[src/rtl/mips_pkg.sv]
// Shared MIPS encodings and the hazard controller state type.
package mips_pkg;

    localparam logic [5:0] OP_RTYPE = 6'h00;
    localparam logic [5:0] OP_J     = 6'h02;
    localparam logic [5:0] OP_JAL   = 6'h03;
    localparam logic [5:0] OP_BEQ   = 6'h04;
    localparam logic [5:0] OP_BNE   = 6'h05;
    localparam logic [5:0] OP_LW    = 6'h23;
    localparam logic [5:0] OP_SW    = 6'h2b;

    localparam logic [5:0] FN_MULT  = 6'h18;
    localparam logic [5:0] FN_MULTU = 6'h19;

    typedef enum logic {
        RUN      = 1'b0,
        MUL_BUSY = 1'b1
    } state_t;

endpackage

[src/rtl/hazard_decode.sv]
// Combinational decode of the IF/ID instruction into the fields the hazard logic needs.
module hazard_decode
    import mips_pkg::*;
(
    input  logic [31:0] instr,
    output logic        is_lw,
    output logic        is_mul,
    output logic        uses_rs,
    output logic        uses_rt,
    output logic [4:0]  rs,
    output logic [4:0]  rt
);

    logic [5:0] op;
    logic [5:0] funct;
    logic       unused_bits;

    assign op          = instr[31:26];
    assign rs          = instr[25:21];
    assign rt          = instr[20:16];
    assign funct       = instr[5:0];
    assign unused_bits = ^instr[15:6];

    assign is_lw   = (op == OP_LW);
    assign is_mul  = (op == OP_RTYPE) && ((funct == FN_MULT) || (funct == FN_MULTU));
    assign uses_rs = !((op == OP_J) || (op == OP_JAL));
    assign uses_rt = (op == OP_RTYPE) || (op == OP_BEQ) || (op == OP_BNE) || (op == OP_SW);

endmodule

[src/rtl/hazard_stall_ctrl.sv]
// IF/ID stall producer: load-use interlock, multi-cycle multiply stall, branch squash
// and a saturating stall-cycle counter.
//
// state    | meaning
// RUN      | normal issue; branch flush, load-use stall or mult launch decided here
// MUL_BUSY | mult occupies EX; front end held, ID/EX fed nops until cnt reaches 0
module hazard_stall_ctrl
    import mips_pkg::*;
#(
    parameter int MUL_CYCLES = 4,
    parameter int CNT_W      = 16
) (
    input  logic             Clk,
    input  logic             rst,
    input  logic [31:0]      IF_IDinstr,
    input  logic             BranchTaken,
    output logic             PCWrite,
    output logic             IF_IDWrite,
    output logic             IF_IDFlush,
    output logic             ID_EXBubble,
    output logic             MulBusy,
    output logic [CNT_W-1:0] StallCount
);

    localparam logic [3:0] MUL_LOAD = 4'(MUL_CYCLES - 2);

    logic       is_lw;
    logic       is_mul;
    logic       uses_rs;
    logic       uses_rt;
    logic [4:0] rs;
    logic [4:0] rt;

    state_t     state;
    state_t     state_nxt;
    logic [3:0] cnt;
    logic [3:0] cnt_nxt;
    logic       ex_ld_v;
    logic [4:0] ex_ld_rt;
    logic       load_use;
    logic       advance;

    hazard_decode u_decode (
        .instr   (IF_IDinstr),
        .is_lw   (is_lw),
        .is_mul  (is_mul),
        .uses_rs (uses_rs),
        .uses_rt (uses_rt),
        .rs      (rs),
        .rt      (rt)
    );

    // $0 is never a real dependency, so a lw targeting it cannot cause a stall.
    assign load_use = ex_ld_v && (ex_ld_rt != 5'd0) &&
                      ((uses_rs && (rs == ex_ld_rt)) || (uses_rt && (rt == ex_ld_rt)));

    assign advance = IF_IDWrite && !ID_EXBubble;

    always_comb begin
        state_nxt   = state;
        cnt_nxt     = cnt;
        PCWrite     = 1'b1;
        IF_IDWrite  = 1'b1;
        IF_IDFlush  = 1'b0;
        ID_EXBubble = 1'b0;
        MulBusy     = 1'b0;
        if (rst) begin
            PCWrite     = 1'b0;
            IF_IDWrite  = 1'b0;
            ID_EXBubble = 1'b1;
        end else begin
            case (state)
                RUN: begin
                    if (BranchTaken) begin
                        IF_IDFlush  = 1'b1;
                        ID_EXBubble = 1'b1;
                    end else if (load_use) begin
                        PCWrite     = 1'b0;
                        IF_IDWrite  = 1'b0;
                        ID_EXBubble = 1'b1;
                    end else if (is_mul) begin
                        cnt_nxt   = MUL_LOAD;
                        state_nxt = MUL_BUSY;
                    end
                end
                MUL_BUSY: begin
                    PCWrite     = 1'b0;
                    IF_IDWrite  = 1'b0;
                    ID_EXBubble = 1'b1;
                    MulBusy     = 1'b1;
                    if (cnt == 4'd0) begin
                        state_nxt = RUN;
                    end else begin
                        cnt_nxt = cnt - 4'd1;
                    end
                end
                default: state_nxt = RUN;
            endcase
        end
    end

    always_ff @(posedge Clk or posedge rst) begin
        if (rst) begin
            state    <= RUN;
            cnt      <= 4'd0;
            ex_ld_v  <= 1'b0;
            ex_ld_rt <= 5'd0;
        end else begin
            state <= state_nxt;
            cnt   <= cnt_nxt;
            if (advance) begin
                ex_ld_v  <= is_lw;
                ex_ld_rt <= rt;
            end else begin
                ex_ld_v  <= 1'b0;
            end
        end
    end

    always_ff @(posedge Clk or posedge rst) begin
        if (rst) begin
            StallCount <= '0;
        end else if (!IF_IDWrite && (StallCount != {CNT_W{1'b1}})) begin
            StallCount <= StallCount + 1'b1;
        end
    end

endmodule
[config.mk]
export PLATFORM = sky130hd
export DESIGN_NAME = hazard_stall_ctrl
export DESIGN_NICKNAME = d
export VERILOG_FILES = /design/src/rtl/mips_pkg.sv /design/src/rtl/hazard_decode.sv /design/src/rtl/hazard_stall_ctrl.sv
export SDC_FILE = /design/constraint.sdc
export NUM_CORES = 1
export LEC_CHECK = 0
export ABC_AREA = 1
export ABC_CLOCK_PERIOD_IN_PS = 2500
export BUFFER_PORTS_ARGS = -buffer_cell sky130_fd_sc_hd__buf_2
export CAP_MARGIN = 15
export CORE_MARGIN = 1
export CORE_UTILIZATION = 52
export CTS_CLUSTER_DIAMETER = 120
export DETAILED_ROUTE_END_ITERATION = 10
export GPL_TIMING_DRIVEN = 0
export PLACE_DENSITY = 0.8
export SKIP_CTS_REPAIR_TIMING = 1
export SYNTH_ARGS = -nofsm -noshare
export SYNTH_HDL_FRONTEND = slang
export SYNTH_HIERARCHICAL = 1
export SYNTH_SLANG_ARGS = --single-unit
[constraint.sdc]
create_clock -name Clk -period 2.5 [get_ports Clk]
set_clock_uncertainty 0.05 [all_clocks]
set_input_delay 0.5 -clock Clk [delete_from_list [all_inputs] [get_ports Clk]]
set_output_delay 0.5 -clock Clk [all_outputs]
set_load 0.01 [all_outputs]
; Word-level counts from Yosys, hierarchy flattened
; Cells that the tools add are included.
[word_totals]
reg_bits = 27
input_bits = 35
out_inout_bits = 21
elab_cells = 68
[classes]
n_eq_ne = 15
n_mux = 24
reduce_logical = 20
n_addsub = 2
bitwise = 2
[op_table]
columns = operator, count
row1 = 16-bit by 1-bit adder with 16-bit output (second input constant), 1
row2 = 1-bit 2-to-1 mux, 16
row3 = 4-bit 2-to-1 mux, 4
row4 = 16-bit != test (second input constant), 1
row5 = 6-bit by 2-bit == test with 1-bit output (second input constant), 2
row6 = 6-bit by 3-bit == test with 1-bit output (second input constant), 2
row7 = 6-bit by 5-bit == test with 1-bit output (second input constant), 2
row8 = 6-bit == test (second input constant), 2
row9 = 5-bit == test, 2
row10 = 2-bit != test (second input constant), 4
row11 = 4-bit one-hot mux with 2 select lines, 1
row12 = 1-bit logical AND, 7
row13 = 6-bit logical NOT, 1
row14 = 1-bit logical OR, 6
row15 = 1-bit one-hot mux with 2 select lines, 3
row16 = 5-bit AND reduction, 1
row17 = 5-bit nonzero test, 1
row18 = 4-bit logical NOT, 1
row19 = 4-bit by 1-bit subtractor with 4-bit output (second input constant), 1
row20 = 1-bit logical NOT, 3
row21 = 1-bit inverter, 2

; Logic depth before layout (Yosys ltp)
[logic_depth]
word_depth = 14
depth_mapped = 14
depth_no_buf = 13

; By module
; The synthesis kept the hierarchy.
[modules_own_cells]
columns = module, seq_area_each_um2, area_per_inst_um2, n_inst, cells_each
row1 = hazard_stall_ctrl, 675.6, 1762.9, 1, 254
row2 = hazard_decode, 0.0, 183.9, 1, 32

; Least setup slack after synthesis
; OpenSTA, ideal clock, no wires.
[synth_path]
path_kind = input -> output
start = input IF_IDinstr[31]
end = output PCWrite
n_path_buf = 2
stages = 12
required_ns = 1.950
t_arrival_ns = 1.626
slack_ns = 0.324
path_cell_list = nor2_2 nand3_1 o21ai_2 nand2_1 nor2_1 nand3_1 nand2_2 nand3_2 nand2_4 buf_6 inv_1 buf_4
[synth_via]
elab_chain_cells = 11
word_cells_on_any_way = 19
cone_classes = eq/ne: 5 / mux: 4 / reduce/logical: 10
[synth_rtl]
columns = element, line
row1 = start: declaration, hazard_stall_ctrl.sv:15  ; input logic [31:0] IF_IDinstr,
row2 = 6-bit by 3-bit == test with 1-bit output or 6-bit logical NOT (tied branches), hazard_decode.sv:27  ; assign uses_rt = (op == OP_RTYPE) || (op == OP_BEQ) || (op == OP_BNE) || (op == OP_SW);
row3 = 1-bit logical OR (2 in series), hazard_decode.sv:27
row4 = 1-bit logical OR (*), hazard_decode.sv:27
row5 = named net uses_rt, hazard_stall_ctrl.sv:30  ; logic uses_rt;
row6 = 1-bit logical AND (*), hazard_stall_ctrl.sv:55  ; ((uses_rs && (rs == ex_ld_rt)) || (uses_rt && (rt == ex_ld_rt)));
row7 = 1-bit logical OR (*), hazard_stall_ctrl.sv:55
row8 = 1-bit logical AND (*), hazard_stall_ctrl.sv:54  ; assign load_use = ex_ld_v && (ex_ld_rt != 5'd0) &&
row9 = 1-bit 2-to-1 mux (*) (2 in series), -
row10 = 1-bit one-hot mux with 2 select lines (*), -
row11 = 1-bit 2-to-1 mux (*), -
row12 = end: declaration, hazard_stall_ctrl.sv:17  ; output logic PCWrite,
; Mark *: on every way through the listed nets, which the timed path passes. The rest lies on a longest branch.

; Final worst setup path
[layout_path]
start = input IF_IDinstr[31]
end = output PCWrite
[layout_via]
elab_chain_cells = 11
word_cells_on_any_way = 19
cone_classes = eq/ne: 5 / mux: 4 / reduce/logical: 10
[layout_rtl]
columns = element, line
row1 = 6-bit by 3-bit == test with 1-bit output or 6-bit logical NOT (tied branches), hazard_decode.sv:27
row2 = 1-bit logical OR (2 in series), hazard_decode.sv:27
row3 = 1-bit logical OR (*), hazard_decode.sv:27
row4 = named net uses_rt, hazard_stall_ctrl.sv:30
row5 = 1-bit logical AND (*), hazard_stall_ctrl.sv:55
row6 = 1-bit logical OR (*), hazard_stall_ctrl.sv:55
row7 = 1-bit logical AND (*), hazard_stall_ctrl.sv:54
row8 = 1-bit 2-to-1 mux (*), hazard_stall_ctrl.sv:77  ; end else if (load_use) begin
row9 = 1-bit 2-to-1 mux (*), hazard_stall_ctrl.sv:74  ; if (BranchTaken) begin
row10 = 1-bit one-hot mux with 2 select lines (*), hazard_stall_ctrl.sv:72  ; case (state)
row11 = 1-bit 2-to-1 mux (*), hazard_stall_ctrl.sv:67  ; if (rst) begin
; Marked as above.

==> reports/qor.txt <==
# DRC: 0
CP Buf/Inv Count: 5
Top delay family on crit path: simple AND/OR/NAND/NOR gates
Largest net degree at the start of global routing: 29
WL met2: 1857 µm
Arrival @ worst endpoint: 1.79 ns
Post-layout min period: 2.337 ns
HP Class: in -> async
N_diodes: 0
Max_slew headroom: 0.6849
Layout cell share with drive strength beyond 1: 0.2576
Slowest CP cell: buf_2
Syn Inst Count: 286
Distinct cells, synth: 25
Outcome: complete, no violations
Post-synthesis sequential area ratio: 0.3470
TritonCTS clock tree: yes
Footprint of the multi-input gates: 1007 µm²
Core ar.: 3468 µm²
First-pass GRT wire length: 6927 µm
Power Dens Cells: 523.7 nW/µm²
Worst Setup SP: IF_IDinstr[31]
Clk Latency, worst-skew pair: 0.28 ns
M1 WL: 1793 µm
Final setup fails: 0
Die ar.: 3993 µm²
Most frequent cells in the layout: nand2_1 (101), inv_1 (37), buf_2 (34), dfrtp_1 (27), nand3_1 (26)
Final core utilization: 0.6627
Avg Inst Size Synth: 6.807 µm²
Crit share post-route: 0.9350
Worst r2r src: ex_ld_rt[3]$_DFFE_PP0P_
CP max FO: 9
Reg2Reg Depth: 11
Drt wl/cell: 10.20 µm
Top Metal Used: met4
Initial DRC Count: 119
Seq. cell area: 675.6 µm²
Setup crit end kind: output pin
Vias: 1834
H-tree Lvls: 1
CP Cell Sequence: buf_2 -> inv_2 -> nor2_4 -> nand2_2 -> o21ai_2 -> nand2_1 -> nor2_1 -> nand3_1 -> nand2_2 -> nand3_2 -> nand2_8 -> inv_1 -> buf_4 -> buf_2
Unrepaired setup endpoints after global routing: no
Synth Register Bits: 27
HPWL Detailed: 2853 µm
Post-Syn Area: 1947 µm²
Static Leak: 1.275 nW
Metal3 WL: 153 µm
Clock sink count: 27
FF-to-FF End: StallCount[8]$_DFFE_PP0P_
Reg2reg setup slack: 0.77 ns
Clk pin slew, worst setup/hold paths: 0.10 ns
Antenna violations before repair: 0
WL final: 3834 µm
Die height: 63.19 µm
Post-synth net total: 324
Root Buffer: clkbuf_8
Fin Setup TNS: 0 ns
Largest stage delay, worst path: 0.13 ns
Max_cap viols: 0
Vias in the first global route: 1651
Gr ovfl total: 0
Nets: 369
Worst vdd ir: 0.4486 mV
DR vias/cell: 4.878
Starting Density: 0.5613
Die width: 63.19 µm
Filler Cells Inserted: 335
Final Max Slew Viols: 0
Required time worst endpoint: 1.95 ns
DR pass1 iterations: 4
CP startpoint kind: input pin
P&R area growth vs syn: 18.06%
TritonCTS Buffers: 3
Total Routing Usage GR: 0.2140
Final hold vios: 0
Clock buffer depth: 2
Antenna-violating nets left: 0
Least-Margin Pin Slew: 0.4722 ns
Warnings from Yosys: 6
CP Class: in -> out
Port buffer count: 34
FP Rows: 21
Top Ports: 56
GPL Wtd Cong: 0.8410
Most common cell after layout, fill and taps aside: nand2_1
F_max: 427.8 MHz
## cells in the mapped netlist
cell type,instances,area (µm²)
nor2_2,5,31.28
nand3_2,5,50.05
nor3b_1,1,7.510
xor2_1,6,52.55
nand2_4,1,11.26
nor3_2,3,30.03
buf_6,2,22.52
clkinv_1,1,3.750
nand4_4,1,21.27
o21ai_0,9,45.04
and3_1,2,12.51
a21boi_0,1,7.510
nor2_1,24,90.09
nor3_1,5,25.02
inv_2,6,22.52
buf_4,12,90.09
o21ai_2,1,8.760
nor2_4,2,22.52
nand4_1,2,12.51
nand2_2,3,18.77
dfrtp_1,27,675.7
ha_1,3,37.54
inv_1,37,138.9
nand2_1,101,379.1
nand3_1,26,130.1
## routing by layer
| layer | vias up | track usage |
|---|---|---|
| met1 | 837 | 0.2895 |
| met2 | 37 | 0.3481 |
| met5 | - | 0 |
| met3 | 2 | 0.04167 |
| li1 | 958 | - |
| met4 | 0 | 0.05682 |
## logic make-up (layout without fill, tap and decap cells)
family                   Yosys count  after routing  share of synthesized area
adder cells (fa/ha/maj)            3              3                    0.01928
buffers and inverters             58            102                     0.1427
flip-flops                        27             27                     0.3470
AO/OA/AOI/OAI                     11             11                    0.03149
AND/OR/NAND/NOR                  181            181                     0.4325
XOR/XNOR                           6              6                    0.02699
## worst max-delay path by stage
stage | to | slack, ns | cells after the start
floorplan | PCWrite | 0.32 | 12
global placement | PCWrite | -0.02 | 14
detailed placement | PCWrite | -0.02 | 14
CTS | PCWrite | -0.03 | 14
global route | PCWrite | 0.02 | 14
finish | PCWrite | 0.16 | 14
## final cells by class
cell class	instances	area share
flip-flops and latches	27	0.2940
inverters	44	0.07186
plain buffers	13	0.04409
clock buffers	3	0.01796
multi-input cells	201	0.4382
clock inverters	1	0.003266
well taps	46	0.02504
repair buffers	41	0.1056
## power breakdown
group / total [mW] / leakage (nW) / switching (mW) / internal (mW)
combinational: 0.358 / 0.897 / 0.201 / 0.157
clock: 0.261 / 0.0217 / 0.147 / 0.113
sequential: 0.585 / 0.357 / 0.0803 / 0.505
## flip-flops by register name, summed over array words and instances, names as in the netlist
| signal | count |
|---|---|
| StallCount | 16 |
| ex_ld_rt | 5 |
| cnt | 4 |
| state | 1 |
| ex_ld_v | 1 |
## through the flow
stage	hold WS, ns	setup WS (ns)	area, µm²	std cells	power (mW)
after CTS	0.4473	-0.02816	2223	370	1.194
final	0.2145	0.1626	2298	376	1.204
after floorplan	0.4147	0.3238	1947	286	0.8296
after detailed placement	0.4395	-0.02490	2175	366	0.9349
after global placement	0.4332	-0.01816	2175	366	0.9236
after global routing	0.2431	0.01520	2298	376	1.290
No activity file was read; power rests on OpenSTA's default activity.
